===== config.mk =====
export PLATFORM = sky130hd
export DESIGN_NAME = rat_intr_ctrl_flat
export DESIGN_NICKNAME = d
export VERILOG_FILES = /design/src/rtl/rat_intr_ctrl_if.sv /design/src/rtl/rat_intr_ctrl.sv /design/src/flat_wrapper.sv
export SDC_FILE = /design/constraint.sdc
export NUM_CORES = 1
export LEC_CHECK = 0
export CORE_AREA = 3 3 77 79
export DETAILED_ROUTE_END_ITERATION = 12
export DIE_AREA = 0 0 80 82
export PLACE_DENSITY = 0.52
export SETUP_SLACK_MARGIN = 0.5
export SLEW_MARGIN = 20
export SYNTH_ARGS = -nofsm -noshare
export SYNTH_HDL_FRONTEND = slang
export SYNTH_SLANG_ARGS = --single-unit
export TNS_END_PERCENT = 30

===== constraint.sdc =====
create_clock -name clk_i -period 9.4 [get_ports clk_i]
set_clock_uncertainty 0.2 [all_clocks]
set_input_delay 2.82 -clock clk_i [delete_from_list [all_inputs] [get_ports clk_i]]
set_output_delay 2.82 -clock clk_i [all_outputs]
set_load 0.05 [all_outputs]

===== src/rtl/rat_intr_ctrl_if.sv =====
// MCU port-I/O bus seen by the interrupt controller: write strobe/data from
// the MCU and combinational read data back into the MCU input mux.
interface rat_intr_ctrl_if;
   logic [7:0] port_id;
   logic [7:0] out_port;
   logic       io_strb;
   logic [7:0] rd_data;
   logic       rd_hit;

   modport master (
      output port_id,
      output out_port,
      output io_strb,
      input  rd_data,
      input  rd_hit
   );

   modport slave (
      input  port_id,
      input  out_port,
      input  io_strb,
      output rd_data,
      output rd_hit
   );
endinterface


===== src/rtl/rat_intr_ctrl.sv =====
// Eight-source edge-triggered interrupt controller for a small MCU: mask,
// pending status, write-1-to-clear acknowledge and a fixed-width INTR pulse.
module rat_intr_ctrl #(
   parameter logic [7:0]  MASK_ID    = 8'h20,
   parameter logic [7:0]  STATUS_ID  = 8'h21,
   parameter logic [7:0]  ACK_ID     = 8'h22,
   parameter int unsigned INTR_PULSE = 2
) (
   input  logic              clk_i,
   input  logic              rst_i,
   input  logic [7:0]        irq_in_i,
   rat_intr_ctrl_if.slave    bus,
   output logic              intr_o
);

   typedef enum logic [1:0] {IDLE, ASSERT, WAIT_ACK} state_e;

   localparam logic [3:0] PULSE_LOAD = 4'(INTR_PULSE);

   logic [7:0] sync1_q, sync2_q, prev_q;
   logic [7:0] mask_q, mask_d;
   logic [7:0] pend_q, pend_d;
   logic [7:0] rise;
   logic [3:0] cnt_q, cnt_d;
   state_e     state_q, state_d;
   logic       intr_q, intr_d;
   logic       mask_wr, ack_wr;

   always_ff @(posedge clk_i or posedge rst_i) begin
      if (rst_i) begin
         sync1_q <= 8'h00;
         sync2_q <= 8'h00;
         prev_q  <= 8'h00;
      end else begin
         sync1_q <= irq_in_i;
         sync2_q <= sync1_q;
         prev_q  <= sync2_q;
      end
   end

   assign rise    = sync2_q & ~prev_q;
   assign mask_wr = bus.io_strb && (bus.port_id == MASK_ID);
   assign ack_wr  = bus.io_strb && (bus.port_id == ACK_ID);
   assign mask_d  = mask_wr ? bus.out_port : mask_q;

   // A new edge outranks a simultaneous acknowledge of the same bit.
   generate
      for (genvar gi = 0; gi < 8; gi++) begin : g_pend
         assign pend_d[gi] = rise[gi] | (pend_q[gi] & ~(ack_wr & bus.out_port[gi]));
      end
   endgenerate

   always_comb begin
      bus.rd_hit  = (bus.port_id == MASK_ID) || (bus.port_id == STATUS_ID);
      bus.rd_data = 8'h00;
      if (bus.port_id == MASK_ID)
         bus.rd_data = mask_q;
      else if (bus.port_id == STATUS_ID)
         bus.rd_data = pend_q;
   end

   // Only IDLE looks at pending/mask, so mask edits or new edges during a
   // pulse sequence wait until the acknowledge brings the FSM back.
   always_comb begin
      state_d = state_q;
      cnt_d   = cnt_q;
      case (state_q)
         IDLE: begin
            if ((pend_q & mask_q) != 8'h00) begin
               state_d = ASSERT;
               cnt_d   = PULSE_LOAD;
            end
         end
         ASSERT: begin
            cnt_d = cnt_q - 4'd1;
            if (cnt_q <= 4'd1)
               state_d = WAIT_ACK;
         end
         WAIT_ACK: begin
            if (ack_wr)
               state_d = IDLE;
         end
         default: state_d = IDLE;
      endcase
      intr_d = (state_d == ASSERT);
   end

   always_ff @(posedge clk_i or posedge rst_i) begin
      if (rst_i) begin
         mask_q  <= 8'h00;
         pend_q  <= 8'h00;
         cnt_q   <= 4'd0;
         state_q <= IDLE;
         intr_q  <= 1'b0;
      end else begin
         mask_q  <= mask_d;
         pend_q  <= pend_d;
         cnt_q   <= cnt_d;
         state_q <= state_d;
         intr_q  <= intr_d;
      end
   end

   assign intr_o = intr_q;

endmodule


===== src/flat_wrapper.sv =====
// flat-port wrapper written by rule: the top's interface ports become plain ports
module rat_intr_ctrl_flat 
#(
   parameter logic [7:0]  MASK_ID    = 8'h20,
   parameter logic [7:0]  STATUS_ID  = 8'h21,
   parameter logic [7:0]  ACK_ID     = 8'h22,
   parameter int unsigned INTR_PULSE = 2
)
  (clk_i, rst_i, irq_in_i, intr_o, bus_port_id, bus_out_port, bus_io_strb, bus_rd_data, bus_rd_hit);
  rat_intr_ctrl_if bus_i ();
  input  logic clk_i;
  input  logic rst_i;
  input  logic [7:0] irq_in_i;
  output logic intr_o;
  input wire logic [$bits(bus_i.port_id)-1:0] bus_port_id;
  input wire logic [$bits(bus_i.out_port)-1:0] bus_out_port;
  input wire logic [$bits(bus_i.io_strb)-1:0] bus_io_strb;
  output wire logic [$bits(bus_i.rd_data)-1:0] bus_rd_data;
  output wire logic [$bits(bus_i.rd_hit)-1:0] bus_rd_hit;
  assign bus_i.port_id = bus_port_id;
  assign bus_i.out_port = bus_out_port;
  assign bus_i.io_strb = bus_io_strb;
  assign bus_rd_data = bus_i.rd_data;
  assign bus_rd_hit = bus_i.rd_hit;
  rat_intr_ctrl #(.MASK_ID(MASK_ID), .STATUS_ID(STATUS_ID), .ACK_ID(ACK_ID), .INTR_PULSE(INTR_PULSE)) u_core (.clk_i(clk_i), .rst_i(rst_i), .irq_in_i(irq_in_i), .bus(bus_i), .intr_o(intr_o));
endmodule

==> results.txt, run 1 <==
Switching Fraction = 28.00%
Antenna Cells = 0
Top cell type's share of synthesized area = 64.56%
Max_cap viols = 0
Ys Warns = 0
Initial DRC count = 19
Seq cells post-synth = 47
Final wirelength = 3.361 mm
Post-cts sizing count = 0
Final hold vios = 0
Vias in the first global route = 1232
Clock Pin Slew Worst Setup and Hold Paths = 90 ps
R2R cell count = 4
Antenna violations before repair = 0
Mapped Nets = 166
Psw = 0.0001382 W
CTS Buf Count = 5
CTS Sinks = 47
Reg power frac = 50.0%
Critical Path Max Stage Delay = 830 ps
CTS max path bufs = 2
Worst path slowest cell = clkdlybuf4s50_1
PwrDens = 209.0 mW/mm²
R2r startpoint = u_core.pend_q[2]
Crit path kind = in -> out
RSZ-0062 raised after global routing = false
Endpoint type of the worst setup path = output port
Final min period = 8488 ps
Combinational power share = 19.8%
Measured slew at the worst slew-check pin = 937.6 ps
Max Slew Vio Count = 0
Seq/Total Area, Yosys = 64.56%
Hold path depth = 0
Largest net degree at the start of global routing = 48
Die Y = 82 µm
Worst Hold Class = reg -> reg
Area grow syn2layout = 29.60%
Largest delay share family, worst path = simple AND/OR/NAND/NOR gates
Crit path DAT = 5470 ps
Asr flop ratio synth = 100.0%
Fmax = 117.8 MHz
Postcts setup bufs = 0
RR Endpoint = u_core.cnt_q[0]
# DRC = 0
Most frequent cell after synthesis = dfrtp_1
Clk network pwr share = 30.2%
Buf/Inv on CP = 2
Critical path startpoint category = input port
Via count = 1182
Post-synth top cells = dfrtp_1, inv_1, nor2_1
Worst-Skew Late Latency = 300 ps
Worst EP required = 6380 ps
Initial core utilization = 33.70%
Fin nets = 206
CP cell instances = clkdlybuf4s50_1 > or4b_1 > or4_1 > nor2_1 > clkdlybuf4s50_1
Input/output buffers = 36
Worst reg2reg setup slack = 7180 ps
Die area = 0.006560 mm²
Cell-internal power = 0.0003554 W
Final period util = 90.30%
Pre-antenna DRT Iters = 4
CTS tree = yes
Cells after Synth = 137
First-pass GRT wire length = 5.623 mm
Setup TNS Final = 0 ps
Setup violators final = 0
EDFF count, synth = 0
Post-synth top flop = dfrtp_1
Boundary Pins = 37
Worst slew margin = 36.97%
Die W = 80 µm
Crit Path Max Fanout = 9
Total GRT Usage = 11.30%
Mapped Area = 0.001822 mm²
Leak Pwr = 1.089 nW
Core ar. = 0.005405 mm²
Placer congestion estimate = 0.7090
Hold-fix buffers, CTS = 0
Root Driver = clkbuf_8
Netlist cell types = 27
Drt via density = 4.728
Hpwl dp = 2.395 mm
Most used cell, CP = clkdlybuf4s50_1
Hold Path Sink = u_core.sync2_q[4]
Final ANT Viol Nets = 0
Peak VDD IR = 0.1152 mV
Site Rows = 27
GRT overflow = 0
Synth area leader = dfrtp_1
Share of layout cells above drive strength 1 = 12.36%
Largest cells by area after synthesis = dfrtp_1, mux2i_1, a22o_1, mux2_2, inv_1
Pwr Total = 0.0004936 W
Hold_ws = 152.7 ps
Mean Syn Cell Area = 13.30 µm²
Status = finished clean
H-Tree Depth = 2
Routed len/inst = 13.44 µm
Min-delay src = u_core.sync1_q[4]
## how the worst max path moves through the flow
stage | start | end | slack (ps) | cells after the start
after CTS | bus_port_id[4] | bus_rd_data[6] | 880 | 5
after global placement | bus_port_id[4] | bus_rd_data[0] | 910 | 5
after global routing | bus_port_id[4] | bus_rd_data[0] | 790 | 5
after floorplan | bus_port_id[4] | bus_rd_data[0] | 1780 | 4
after detailed placement | bus_port_id[4] | bus_rd_data[6] | 890 | 5
final | bus_port_id[4] | bus_rd_data[6] | 910 | 5
## cell usage in the layout, fill, tap and decap left out, drive strengths merged
cell type	instances
a22o	9
ha	2
or4	1
a21oi	4
nor4	1
clkbuf	5
nor2	12
mux2	10
bufinv	1
a211oi	1
or4b	1
and2	1
clkinvlp	1
o32ai	1
nand3b	2
a221o	1
inv	15
dfrtp	47
a222oi	1
mux2i	8
nand2	9
a22oi	2
nor3	4
a21o	2
clkdlybuf4s50	36
nand3	1
## cell families (layout without fill, tap and decap cells)
logic type      count (synthesis)  in the layout  share of synthesized area, %
flops                          47             47                         64.56
fa+ha+maj                       2              2                         1.373
buf+inv                        17             58                         4.602
compound gates                 21             21                         9.066
mux                            18             18                         11.20
simple gates                   32             32                         9.203
## layout make-up
cell class | instances | area (µm²)
clock buffers | 5 | 68.82
clock inverters | 3 | 46.29
fillers | 505 | 3044
inverters | 14 | 57.56
multi-input cells | 73 | 561.8
flip-flops and latches | 47 | 1176
well taps | 72 | 90.09
repair buffers | 36 | 360.3
## per-layer routing
layer | track usage, % | vias up | share of wire (%)
li1 | - | 556 | -
met1 | 13.11 | 585 | 43
met2 | 18.87 | 32 | 49
met3 | 3.509 | 9 | 5.8
met4 | 5.743 | 0 | 2.4
met5 | 0 | - | 0
## flip-flops by register name (all words and copies together) (netlist names)
name            count
u_core.sync2_q      8
u_core.prev_q       8
u_core.mask_q       8
u_core.cnt_q        4
u_core.intr_o       1
u_core.sync1_q      8
u_core.pend_q       8
u_core.state_q      2
## power groups by stage
| stage | sequential, W | clock [W] | combinational, W |
|---|---|---|---|
| final | 0.000247 | 0.000149 | 0.0000979 |
| after global routing | 0.000252 | 0.000162 | 0.000110 |
| after CTS | 0.000247 | 0.000153 | 0.0000999 |
| after detailed placement | 0.000251 | 0 | 0.0000994 |
| after global placement | 0.000250 | 0 | 0.0000961 |
| after floorplan | 0.000249 | 0 | 0.0000687 |
## through the flow
step	cells	worst slack, ps	area, µm²	utilization [%]
after detailed placement	242	892.2	2246	41.55
after global routing	250	786.3	2361	43.68
after CTS	250	875.3	2361	43.68
after floorplan	137	1777	1822	-
final	250	912.0	2361	43.68
after global placement	242	911.6	2246	41.55
(Power assumes the default switching activity.)
==> inputs of run 2 (changes only) <==
Settings changed: CORE_AREA 3 3 77 79 to 3 3 72 74, DIE_AREA 0 0 80 82 to 0 0 75 77, PLACE_DENSITY 0.52 to 0.59.
Clock period 9.4 ns to 10.24 ns, I/O delays scaled along.
==> results.txt, run 2 (synthesized netlist as in run 1, its figures left out) <==
Via count = 1171 (was 1182)
Die Y = 77 µm (was 82 µm)
Total GRT Usage = 13.10% (was 11.30%)
Final wirelength = 3.336 mm (was 3.361 mm)
Post-cts sizing count = 0 (unchanged)
H-Tree Depth = 2 (unchanged)
Met2 Use GR = 20.73% (was 18.87%)
RSZ-0062 raised after global routing = false (unchanged)
Commonest non-fill, non-tap cell in the layout = dfrtp_1 (unchanged)
Core ar. = 0.004661 mm² (was 0.005405 mm²)
Grt peak-use layer = met2 (unchanged)
Initial DRC count = 73 (was 19)
Boundary Pins = 37 (unchanged)
R2R cell count = 4 (unchanged)
Largest net degree at the start of global routing = 48 (unchanged)
# DRC = 0 (unchanged)
CTS max path bufs = 2 (unchanged)
Crit path kind = in -> out (unchanged)
Crit Path Max Fanout = 9 (unchanged)
Drt via density = 5.047 (was 4.728)
Postcts setup bufs = 0 (unchanged)
Pre-antenna DRT Iters = 4 (unchanged)
Site Rows = 25 (was 27)
Filler cell count in the final layout = 412 (was 505)
Worst Hold Class = reg -> reg (unchanged)
Hold path depth = 0 (unchanged)
Die area = 0.005775 mm² (was 0.006560 mm²)
Endpoint type of the worst setup path = output port (unchanged)
Hpwl dp = 2.375 mm (was 2.395 mm)
Root Driver = clkbuf_8 (unchanged)
Fin area = 0.002305 mm² (was 0.002361 mm²)
Area after DPL = 0.002223 mm² (was 0.002246 mm²)
First-pass GRT wire length = 5.678 mm (was 5.623 mm)
Max_cap viols = 0 (unchanged)
Commonest cells after routing, fill and taps aside = dfrtp_1, clkdlybuf4s50_1, nor2_1, inv_1 (unchanged)
Setup violators final = 0 (unchanged)
Grt met1 use = 16.35% (was 13.11%)
GRT overflow = 0 (unchanged)
Share of layout cells above drive strength 1 = 11.24% (was 12.36%)
Input/output buffers = 36 (unchanged)
Fin nets = 206 (unchanged)
Status = finished clean (unchanged)
Antenna violations before repair = 0 (unchanged)
Peak VDD IR = 0.1191 mV (was 0.1152 mV)
Max Slew Vio Count = 0 (unchanged)
Area grow syn2layout = 26.51% (was 29.60%)
Setup TNS Final = 0 ps (unchanged)
Met3 Usage GRT = 4.325% (was 3.509%)
Worst reg2reg setup slack = 8150 ps (was 7180 ps)
Die W = 75 µm (was 80 µm)
Final min period = 8985 ps
Routed len/inst = 14.38 µm (was 13.44 µm)
Vias in the first global route = 1255 (was 1232)
CTS Buf Count = 5 (unchanged)
Final ANT Viol Nets = 0 (unchanged)
CTS tree = yes (unchanged)
Hold-fix buffers, CTS = 0 (unchanged)
Critical path startpoint category = input port (unchanged)
Initial core utilization = 39.09% (was 33.70%)
Worst EP required = 6970 ps (was 6380 ps)
Worst slew margin = 34.67% (was 36.97%)
Leak Pwr = 1.076 nW (was 1.089 nW)
Worst-Skew Late Latency = 290 ps (was 300 ps)
CTS Sinks = 47 (unchanged)
Placer congestion estimate = 0.7263 (was 0.7090)
Clock Pin Slew Worst Setup and Hold Paths = 70 ps (was 90 ps)
Fmax = 111.3 MHz
Final period util = 87.74%
Final hold vios = 0 (unchanged)
Antenna Cells = 0 (unchanged)
Crit path DAT = 5710 ps (was 5470 ps)
Measured slew at the worst slew-check pin = 971.9 ps (was 937.6 ps)
PwrDens = 183.5 mW/mm² (was 209.0 mW/mm²)
run 2: cell count changes in the layout (fill, tap and decap cells not counted), sizes merged:
| cell | previous run | this run |
|---|---|---|
| inv | 15 | 14 |
| clkinvlp | 1 | 0 |
| clkinv | 0 | 1 |
| bufinv | 1 | 0 |
| clkbuf | 5 | 7 |
run 2: stage by stage:
stage	hold WS (ps)	instances	setup WS (ps)	utilization (%)	power (W)
2_1_floorplan	131.2	137	2113	-	0.0002921
3_3_place_gp	131.8	224	1325	47.70	0.0003166
3_5_place_dp	134.7	224	1264	47.70	0.0003231
4_1_cts	152.2	232	1250	49.45	0.0004287
5_1_grt	157.2	232	1165	49.45	0.0004503
6_report	150.3	232	1255	49.45	0.0004229
run 2: worst paths after layout:
check | from | end
setup reg to reg | u_core.pend_q[2] | u_core.cnt_q[0]
max in group asynchronous | rst_i | u_core.sync2_q[4]
hold / removal | u_core.sync1_q[0] | u_core.sync2_q[0]
min in group asynchronous | rst_i | u_core.prev_q[7]
setup / recovery | bus_port_id[4] | bus_rd_data[4]
hold reg to reg | u_core.sync1_q[0] | u_core.sync2_q[0]
run 2: final cells by class:
class / count / area [µm²] / share of cell area, %
repair buffers: 36 / 360.3 / 15.64
inverters: 14 / 57.56 / 2.497
clock buffers: 7 / 76.32 / 3.312
well taps: 54 / 67.56 / 2.932
flip-flops and latches: 47 / 1176 / 51.03
multi-input cells: 73 / 561.8 / 24.38
clock inverters: 1 / 5.005 / 0.2172
run 2: critical path: stages:
cell             delay [ps]
clkdlybuf4s50_1         400
or4b_1                  550
or4_1                   650
nor2_1                  210
clkdlybuf4s50_1         820
run 2: routing by layer:
layer / share of wire (%) / wire (µm)
met4: 1.6 / 55
met5: 0 / 0
met1: 45 / 1489
met3: 6.2 / 206
met2: 47 / 1584
run 2: power breakdown:
| part | switching, W | total, W | internal [W] |
|---|---|---|---|
| registers | 0.0000210 | 0.000227 | 0.000206 |
| clock network | 0.0000560 | 0.000104 | 0.0000479 |
| logic | 0.0000450 | 0.0000919 | 0.0000469 |
